===== src/rtl/fwd_hazard_ctrl.sv =====
// Forwarding-select and load-use stall controller for a 5-stage pipeline.
// Tracks destination info for EX/MEM/WB and counts stall cycles (saturating).
module fwd_hazard_ctrl #(
  parameter int REG_ADDR_W = 5,
  parameter int CNT_W      = 32
) (
  input  logic                  clk,
  input  logic                  rst,
  input  logic                  id_valid,
  input  logic [REG_ADDR_W-1:0] id_rs1,
  input  logic [REG_ADDR_W-1:0] id_rs2,
  input  logic [REG_ADDR_W-1:0] id_rd,
  input  logic                  id_reg_write,
  input  logic                  id_mem_read,
  input  logic                  flush,
  input  logic                  freeze,
  output logic [1:0]            fwd_a_sel,
  output logic [1:0]            fwd_b_sel,
  output logic                  stall,
  output logic [CNT_W-1:0]      stall_cnt
);

  localparam logic [1:0] SEL_RF  = 2'b00;
  localparam logic [1:0] SEL_MEM = 2'b10;
  localparam logic [1:0] SEL_WB  = 2'b01;

  // EX keeps the load flag and sources; past EX only the write-back identity matters.
  typedef struct packed {
    logic                  valid;
    logic [REG_ADDR_W-1:0] rd;
    logic                  reg_write;
    logic                  mem_read;
    logic [REG_ADDR_W-1:0] rs1;
    logic [REG_ADDR_W-1:0] rs2;
  } ex_rec_t;

  typedef struct packed {
    logic                  valid;
    logic [REG_ADDR_W-1:0] rd;
    logic                  reg_write;
  } wr_rec_t;

  ex_rec_t          r_ex;
  wr_rec_t          r_mem;
  wr_rec_t          r_wb;
  logic [CNT_W-1:0] r_stall_cnt;

  logic    w_hazard;
  logic    w_stall;
  logic    w_bubble;
  logic    w_mem_fwd_ok;
  logic    w_wb_fwd_ok;
  ex_rec_t w_ex_next;

  // Load in EX whose result an ID source needs; x0 is hardwired and never waits.
  assign w_hazard = id_valid && r_ex.valid && r_ex.mem_read &&
                    (r_ex.rd != '0) &&
                    ((r_ex.rd == id_rs1) || (r_ex.rd == id_rs2));

  // A squashed ID instruction cannot depend on anything.
  assign w_stall  = w_hazard && !flush;
  assign w_bubble = w_stall || flush || !id_valid;

  assign w_mem_fwd_ok = r_ex.valid && r_mem.valid && r_mem.reg_write && (r_mem.rd != '0);
  assign w_wb_fwd_ok  = r_ex.valid && r_wb.valid  && r_wb.reg_write  && (r_wb.rd  != '0);

  // NOTE: combinational blocks assign every output a default first so no latch is inferred.
  always_comb begin
    fwd_a_sel = SEL_RF;
    fwd_b_sel = SEL_RF;
    // MEM is checked first: the newest producer of a register wins.
    if (w_mem_fwd_ok && (r_mem.rd == r_ex.rs1))     fwd_a_sel = SEL_MEM;
    else if (w_wb_fwd_ok && (r_wb.rd == r_ex.rs1))  fwd_a_sel = SEL_WB;
    if (w_mem_fwd_ok && (r_mem.rd == r_ex.rs2))     fwd_b_sel = SEL_MEM;
    else if (w_wb_fwd_ok && (r_wb.rd == r_ex.rs2))  fwd_b_sel = SEL_WB;
  end

  always_comb begin
    w_ex_next           = '0;
    w_ex_next.rs1       = id_rs1;
    w_ex_next.rs2       = id_rs2;
    if (!w_bubble) begin
      w_ex_next.valid     = 1'b1;
      w_ex_next.rd        = id_rd;
      w_ex_next.reg_write = id_reg_write;
      w_ex_next.mem_read  = id_mem_read;
    end
  end

  // NOTE: sequential state uses non-blocking assignments so every stage samples pre-edge values.
  always_ff @(posedge clk) begin
    if (rst) begin
      r_ex  <= '0;
      r_mem <= '0;
      r_wb  <= '0;
    end else if (!freeze) begin
      r_wb  <= r_mem;
      r_mem <= '{valid: r_ex.valid, rd: r_ex.rd, reg_write: r_ex.reg_write};
      r_ex  <= w_ex_next;
    end
  end

  always_ff @(posedge clk) begin
    if (rst) begin
      r_stall_cnt <= '0;
    end else if (w_stall && !freeze && (r_stall_cnt != '1)) begin
      r_stall_cnt <= r_stall_cnt + {{(CNT_W-1){1'b0}}, 1'b1};
    end
  end

  assign stall     = w_stall;
  assign stall_cnt = r_stall_cnt;

endmodule


===== config.mk =====
export PLATFORM = sky130hd
export DESIGN_NAME = fwd_hazard_ctrl
export DESIGN_NICKNAME = d
export VERILOG_FILES = /design/src/rtl/fwd_hazard_ctrl.sv
export SDC_FILE = /design/constraint.sdc
export NUM_CORES = 1
export LEC_CHECK = 0
export ABC_AREA = 1
export CORE_AREA = 2 2 90 92
export DETAILED_ROUTE_END_ITERATION = 8
export DIE_AREA = 0 0 92 94
export PLACE_DENSITY = 0.75
export SLEW_MARGIN = 5
export SYNTH_ARGS = -nofsm -noshare
export SYNTH_HDL_FRONTEND = slang
export SYNTH_SLANG_ARGS = --single-unit
export TNS_END_PERCENT = 10

===== constraint.sdc =====
create_clock -name clk -period 1.75 [get_ports clk]
set_input_delay 0.35 -clock clk [delete_from_list [all_inputs] [get_ports clk]]
set_output_delay 0.35 -clock clk [all_outputs]
set_load 0.05 [all_outputs]

# Word level (Yosys, flattened, before mapping)
# Cells that the tools add are included.
# classes
addsub	1
multipliers	0
div	0
magnitude_cmp	0
n_eq_ne	7
shifts	0
muxes	5
bitwise_logic	0
reduce_logical	26
# op_table
op	n
$add A32 B1 Y32 const B	1
$ne A32 B32 Y1 const B	1
$eq A5 B5 Y1	6
$logic_and A1 B1 Y1	17
$reduce_bool A5 Y1	3
$mux W8	1
$mux W2	2
$logic_not A1 Y1	3
$logic_or A1 B1 Y1	3
$mux W1	2
# word_totals
register_bits	64
latchBits	0
mem_bits_rw	0
romBits	0
input_bits	22
out_inout_bits	37
mem_count	0

# Logic depth before layout (Yosys ltp)
# Gate-level depths: netlist of the first run.
# logic_depth
depth_word	8
ltp_mapped	12
depth_no_buf	12

# Worst setup path after synthesis of the first run
# Ideal clock, no wire load.
# synth_path
path_kind	reg2out
from	reg r_mem[4] (netlist name)
to	out fwd_b_sel[0]
arrival_ns	2.884
t_required_ns	1.400
setup_slack_ns	-1.484
path_stages_with_launch	5
n_path_buf	0
cell_sequence	dfxtp_1 xnor2_1 nand2_1 nor4_1 nor3_1
# synth_via
elab_chain_len	4
# synth_rtl
element	line_no	rtl
from (decl)	44	wr_rec_t r_mem;
from (signal assigned)	98	r_mem <= '{valid: r_ex.valid, rd: r_ex.rd, reg_write: r_ex.reg_write};
$reduce_bool A5 Y1	64	assign w_mem_fwd_ok = r_ex.valid && r_mem.valid && r_mem.reg_write && (r_mem.rd != '0);
$logic_and A1 B1 Y1	64	
$logic_and A1 B1 Y1 *	74	if (w_mem_fwd_ok && (r_mem.rd == r_ex.rs2)) fwd_b_sel = SEL_MEM;
$mux W2 *	74	
to (decl)	18	output logic [1:0] fwd_b_sel,
# Mark *: on every way between the ends. The rest lies on a longest branch, timed or not.

# Worst setup path in the final report of the first run
# layout_path
from	reg r_mem[2] (netlist name)
to	out fwd_b_sel[1]
# The elaborated chain is that of the path after synthesis.

==> impl_metrics.yaml, run 1 <==
logic_synthesis:
  synth-seq-area-share_pct: 35.5
  ys_ff_latch: 64
  synth_top_flop_cell: "dfxtp_1"
  synth_nets: 577
  yosysTopAreaCell: "dfxtp_1"
  synth_area_um2: 3610
  synth_cells: 554
  synthDistinctLibCells: 27
  post_synth.cell_area_avg_um2: 6.51
  synth_warnings: 0
  synthArstFlopShare_pct: 0
  synth.area.top_cells: "dfxtp_1 (36%), nand2_1 (17%), nor2_1 (9.3%), xor2_1 (6.6%), a21oi_1 (6.5%)"
  synth-edff-count: 0
  synth_top_area_share_pct: 35.5
route:
  drt_wl_total_mm: 10.6
  drcViolationCount: 0
  dr.pass1.iters: 5
  wl_per_cell_um: 13.8
  vias: 3901
  drt_iter0_markers: 150
  ant_nets: 0
  viasPerCell: 5.09
sta:
  rsz0062_at_grt: "true"
  slew_headroom_pct: 69.6
  layout_min_cycle_time_ns: 2.00
  finalWorstSetupSlack_ns: -0.245
  tightest_slew_ns: 0.455
  setup_viol: 36
  final_max_slew_viol_count: 0
  hold_slack_ns: 0.394
  period_share_pct: 114
  finClkSkew_ns: 0.00571
  fmax_mhz: 501
  hold_viol: 0
clocking:
  clock_sinks: 64
  htreeDepth: 3
  cts_tree: "built"
  clkTransAtPathRegs_ns: 0.07
  cts-buffers-inserted: 9
  clk_latency_ns: 0.34
  clk_path_buf_depth: 2
  root_buffer: "clkbuf_8"
  cts_hold_buffers: 0
power_and_ir_drop:
  p_leak_nw: 2.12
  power.density_nw_per_um2: 645
  ir_drop_mv: 0.357
global_route:
  grt_overflow_total: 0
  grt_max_degree: 38
  grt_usage_pct: 25.1
  antenna_found_initial: 0
  grt_pass1_wl_mm: 17.3
  grt_pass1_vias: 3849
layout:
  mostFrequentLayoutCells: "nand2_1 (161), buf_4 (83), nor2_1 (80)"
  stdcell_count: 767
  drive_gt1_share_pct: 25.9
  layout_commonest_cell: "nand2_1"
  antennaDiodeCount: 0
  area_growth_pct: 41.2
  final_nets: 684
  final_area_um2: 5090
worst_hold_path:
  hold_depth: 4
  hold_path.class: "in2reg"
placed_design:
  gp_congestion: 0.963
  placedCellCount: 746
  dpl_cell_area_um2: 4650
  port_buffers: 58
  hpwl_mm: 7.66
critical_path:
  crit_type: "reg2out"
  worst-r2r-setup-slack_ns: -0.10
  cp.required_ns: 1.40
  start_kind: "flop"
  cp-end-kind: "output port"
  cp_data_arrival_time_ns: 1.65
  critPathMaxFanout: 5
  ff2ff_path_depth: 12
die:
  die_w_um: 92
  coreArea_um2: 7610
  chipHeight_um: 94
  fp.dieArea_um2: 8650
  num_rows: 32
  top_level_ports: 59
  floorplan.initialDensity_pct: 47.4
status:
  outcome: "finished with violations"
  violations: "setup timing"
job:
  max-cap-violations: 0
[critical path: stages (launching register included)]
cell and delay, ns:
dfxtp_4 0.39, nor3_2 0.05, nand2_1 0.06, nand4_1 0.16, nor4_4 0.35, buf_4 0.17
buf_12 0.12
[per-stage QoR]
step	power (mW)	util (%)	setup WS, ns	setup TNS [ns]
6_report	3.28	66.9	-0.245	-2.92
4_1_cts	3.29	65.1	-0.261	-1.18
3_5_place_dp	1.87	61.2	-0.405	-13.19
5_1_grt	3.40	66.9	-0.342	-6.63
3_3_place_gp	1.86	61.2	-0.366	-11.38
2_1_floorplan	1.74	-	-0.211	-4.11
[Yosys cell counts (2+ instances only)]
| master | instances |
|---|---|
| a21oi_1 | 47 |
| buf_2 | 2 |
| buf_6 | 4 |
| clkbuf_1 | 10 |
| dfxtp_1 | 64 |
| inv_1 | 32 |
| inv_2 | 4 |
| nand2_1 | 168 |
| nand2_2 | 5 |
| nand3_1 | 20 |
| nand3_2 | 2 |
| nand3b_1 | 6 |
| nand4_1 | 5 |
| nor2_1 | 89 |
| nor2_2 | 4 |
| nor3_1 | 17 |
| o21ai_0 | 25 |
| xnor2_1 | 15 |
| xor2_1 | 27 |
[cells by family (layout without fill, tap and decap cells)]
| group | after synthesis | in the layout | synth area share (%) |
|---|---|---|---|
| and+or+nand+nor | 321 | 321 | 37.4 |
| buffers and inverters | 54 | 165 | 6.52 |
| DFF | 64 | 64 | 35.5 |
| adders and majority gates | 1 | 1 | 0.347 |
| AOI/OAI and AO/OA | 72 | 72 | 9.99 |
| xor gates and xnor gates | 42 | 42 | 10.2 |
[report_power, final]
group	internal, mW	switching, mW
Sequential	1.49	0.0506
Combinational	0.147	0.163
Clock	0.871	0.559
Total	2.51	0.773
[routing by layer]
metal	wire length [um]	vias to the layer above	track usage (%)
li1	-	1978	-
met1	4390	1802	29.0
met2	5450	99	46.5
met3	482	22	3.05
met4	237	0	10.8
met5	0	-	0
[area by class of cell]
cell class | instances | area, um2
fillers | 690 | 2520
flip-flops and latches | 64 | 1320
clock buffers | 12 | 155
multi-input cells | 436 | 2270
inverters | 37 | 141
well taps | 102 | 128
repair buffers | 113 | 1010
clock inverters | 3 | 65.1
[path summary, 6_finish.rpt]
kind | start | endpoint
hold reg to reg | r_ex[10] | r_ex[10]
setup / recovery | r_mem[2] | fwd_b_sel[1]
hold / removal | id_rs2[2] | r_ex[2]
setup reg to reg | r_ex[12] | stall_cnt[14]
[sequential cells by signal, indices dropped and copies added, names as in the netlist]
signal	count
stall_cnt	32
r_wb	7
r_mem	7
r_ex	18
[what timing repair did]
action,4_1_cts,5_1_grt
buffers inserted,3,3
setup endpoints to repair,34,37
gates resized for setup,27,39
pin swaps,8,9
No activity file was read; power rests on OpenSTA's default activity.
==> run 2, diff against run 1 <==
Settings changed: RECOVER_POWER set to 50.
==> run 2 against run 1 <==
Net effect: the run still ends with setup timing left; register-to-register slack hardly changed; utilization is 0.87 points lower; count of clock-buffer cells in the layout stayed put; largest cell class unchanged.
==> impl_metrics.yaml, run 2 (synthesized netlist as in run 1, its figures left out) <==
die:
  top_level_ports: 59
  chipHeight_um: 94
  floorplan.initialDensity_pct: 47.4
  fp.dieArea_um2: 8650
  die_w_um: 92
  coreArea_um2: 7610
  num_rows: 32
route:
  drcViolationCount: 0
  drt_iter0_markers: 151
  wl_per_cell_um: 13.8
  drt_wl_total_mm: 10.6
  ant_nets: 0
  vias: 3918
  dr.pass1.iters: 4
  viasPerCell: 5.11
critical_path:
  start_kind: "flop"
  critical_path.cell_chain: "nor3_2, nand2_1, nand4_1, nor4_4, buf_4, buf_12"
  cp.required_ns: 1.40
  slowest_delay_ns: 0.39
  critPathMaxFanout: 5
  worst-path-buf-inv: 2
  cp_data_arrival_time_ns: 1.65
  cp_slowest_cell: "dfxtp_4"
  crit_type: "reg2out"
  critPathTopFamily: "simple AND/OR/NAND/NOR gates"
  cp-end-kind: "output port"
placed_design:
  port_buffers: 58
  placedCellCount: 746
  hpwl_mm: 7.66
  dpl_cell_area_um2: 4650
  gp_congestion: 0.963
  pre_cts_slack_ns: -0.405
layout:
  largest_reg_flops: 32
  area_growth_pct: 39.3
  nFillCells: 709
  antennaDiodeCount: 0
  final_nets: 684
  stdcell_count: 767
  final_util_pct: 66.0
  layout_commonest_cell: "nand2_1"
  drive_gt1_share_pct: 25.4
  final_area_um2: 5020
  mostFrequentLayoutCells: "nand2_1 (161), nor2_1 (80), buf_4 (63)"
  seqCellArea_um2: 1320
  multiInputGateArea_um2: 2270
global_route:
  grt_pass1_wl_mm: 17.3
  grt_usage_pct: 25.1
  grt_pass1_vias: 3849
  grt_max_degree: 38
  grtUsageMet3_pct: 3.05
  grt.busiest_layer: "met2"
  gr-usage-met2_pct: 46.5
  antenna_found_initial: 0
  grt_util_met1_pct: 29.0
  grt_overflow_total: 0
status:
  outcome: "finished with violations"
  violations: "setup timing"
power_and_ir_drop:
  p_leak_nw: 2.09
  ir_drop_mv: 0.360
  power.density_nw_per_um2: 653
  power_mw: 3.28
clocking:
  clkTransAtPathRegs_ns: 0.07
  cts_tree: "built"
  cts_hold_buffers: 0
  clk_latency_ns: 0.35
  clock_sinks: 64
  htreeDepth: 3
  root_buffer: "clkbuf_8"
  cts-buffers-inserted: 9
  clk_path_buf_depth: 2
sta:
  period_share_pct: 115
  setup_viol: 37
  rsz0062_at_grt: "true"
  fmax_mhz: 499
  finalWorstSetupSlack_ns: -0.254
  final_max_slew_viol_count: 0
  slew_headroom_pct: 61.0
  finClkSkew_ns: 0.00468
  layout_min_cycle_time_ns: 2.00
  hold_viol: 0
  tightest_slew_ns: 0.588
job:
  max-cap-violations: 0
worst_hold_path:
  hold_path.class: "in2reg"
run 2: final timing paths:
kind	depth (start not counted)	from	end	slack (ns)
max	6	r_mem[2]	fwd_b_sel[1]	-0.25
min	4	id_rs2[2]	r_ex[2]	0.39
min reg2reg	2	r_ex[10]	r_ex[10]	0.48
max reg2reg	12	r_ex[12]	stall_cnt[14]	-0.11
run 2: layout make-up:
cell class                      instances  area share [%]
Multi-Input combinational cell        436            45.2
Sequential cell                        64            26.2
Timing Repair Buffer                  113            18.9
Clock buffer                           12            3.09
Inverter                               37            2.81
Tap cell                              102            2.54
Clock inverter                          3            1.30
run 2: stage by stage:
| stage | hold slack [ns] | setup TNS, ns |
|---|---|---|
| 2_1_floorplan | 0.442 | -4.11 |
| 3_3_place_gp | 0.457 | -11.38 |
| 3_5_place_dp | 0.467 | -13.19 |
| 4_1_cts | 0.436 | -1.18 |
| 5_1_grt | 0.428 | -7.02 |
| 6_report | 0.388 | -3.08 |
run 2: what timing repair did:
action | CTS | global route
resized for setup | 27 | 39
setup buffers | 3 | 3
setup endpoints to repair | 34 | 37
pin swaps | 8 | 9
run 2: worst register-to-register path, stage by stage (launching register included):
cell	delay, ns
dfxtp_4	0.38
nor2_1	0.13
nor2_1	0.07
nor2_2	0.13
nand3_1	0.11
nand2_2	0.12
buf_4	0.12
buf_4	0.12
nand3_4	0.07
nor2_4	0.12
buf_12	0.19
nand2_1	0.11
a21oi_2	0.13
run 2: power by group:
| group | internal, mW | total, mW | leakage (nW) | switching, mW |
|---|---|---|---|---|
| logic | 0.143 | 0.305 | 1.44 | 0.162 |
| registers | 1.49 | 1.54 | 0.530 | 0.0505 |
| clock network | 0.870 | 1.44 | 0.112 | 0.565 |
run 2: layer usage:
| layer | vias up | part of all wire (%) |
|---|---|---|
| li1 | 1980 | - |
| met1 | 1821 | 41 |
| met2 | 95 | 52 |
| met3 | 22 | 4.4 |
| met4 | 0 | 2.3 |
| met5 | - | 0 |
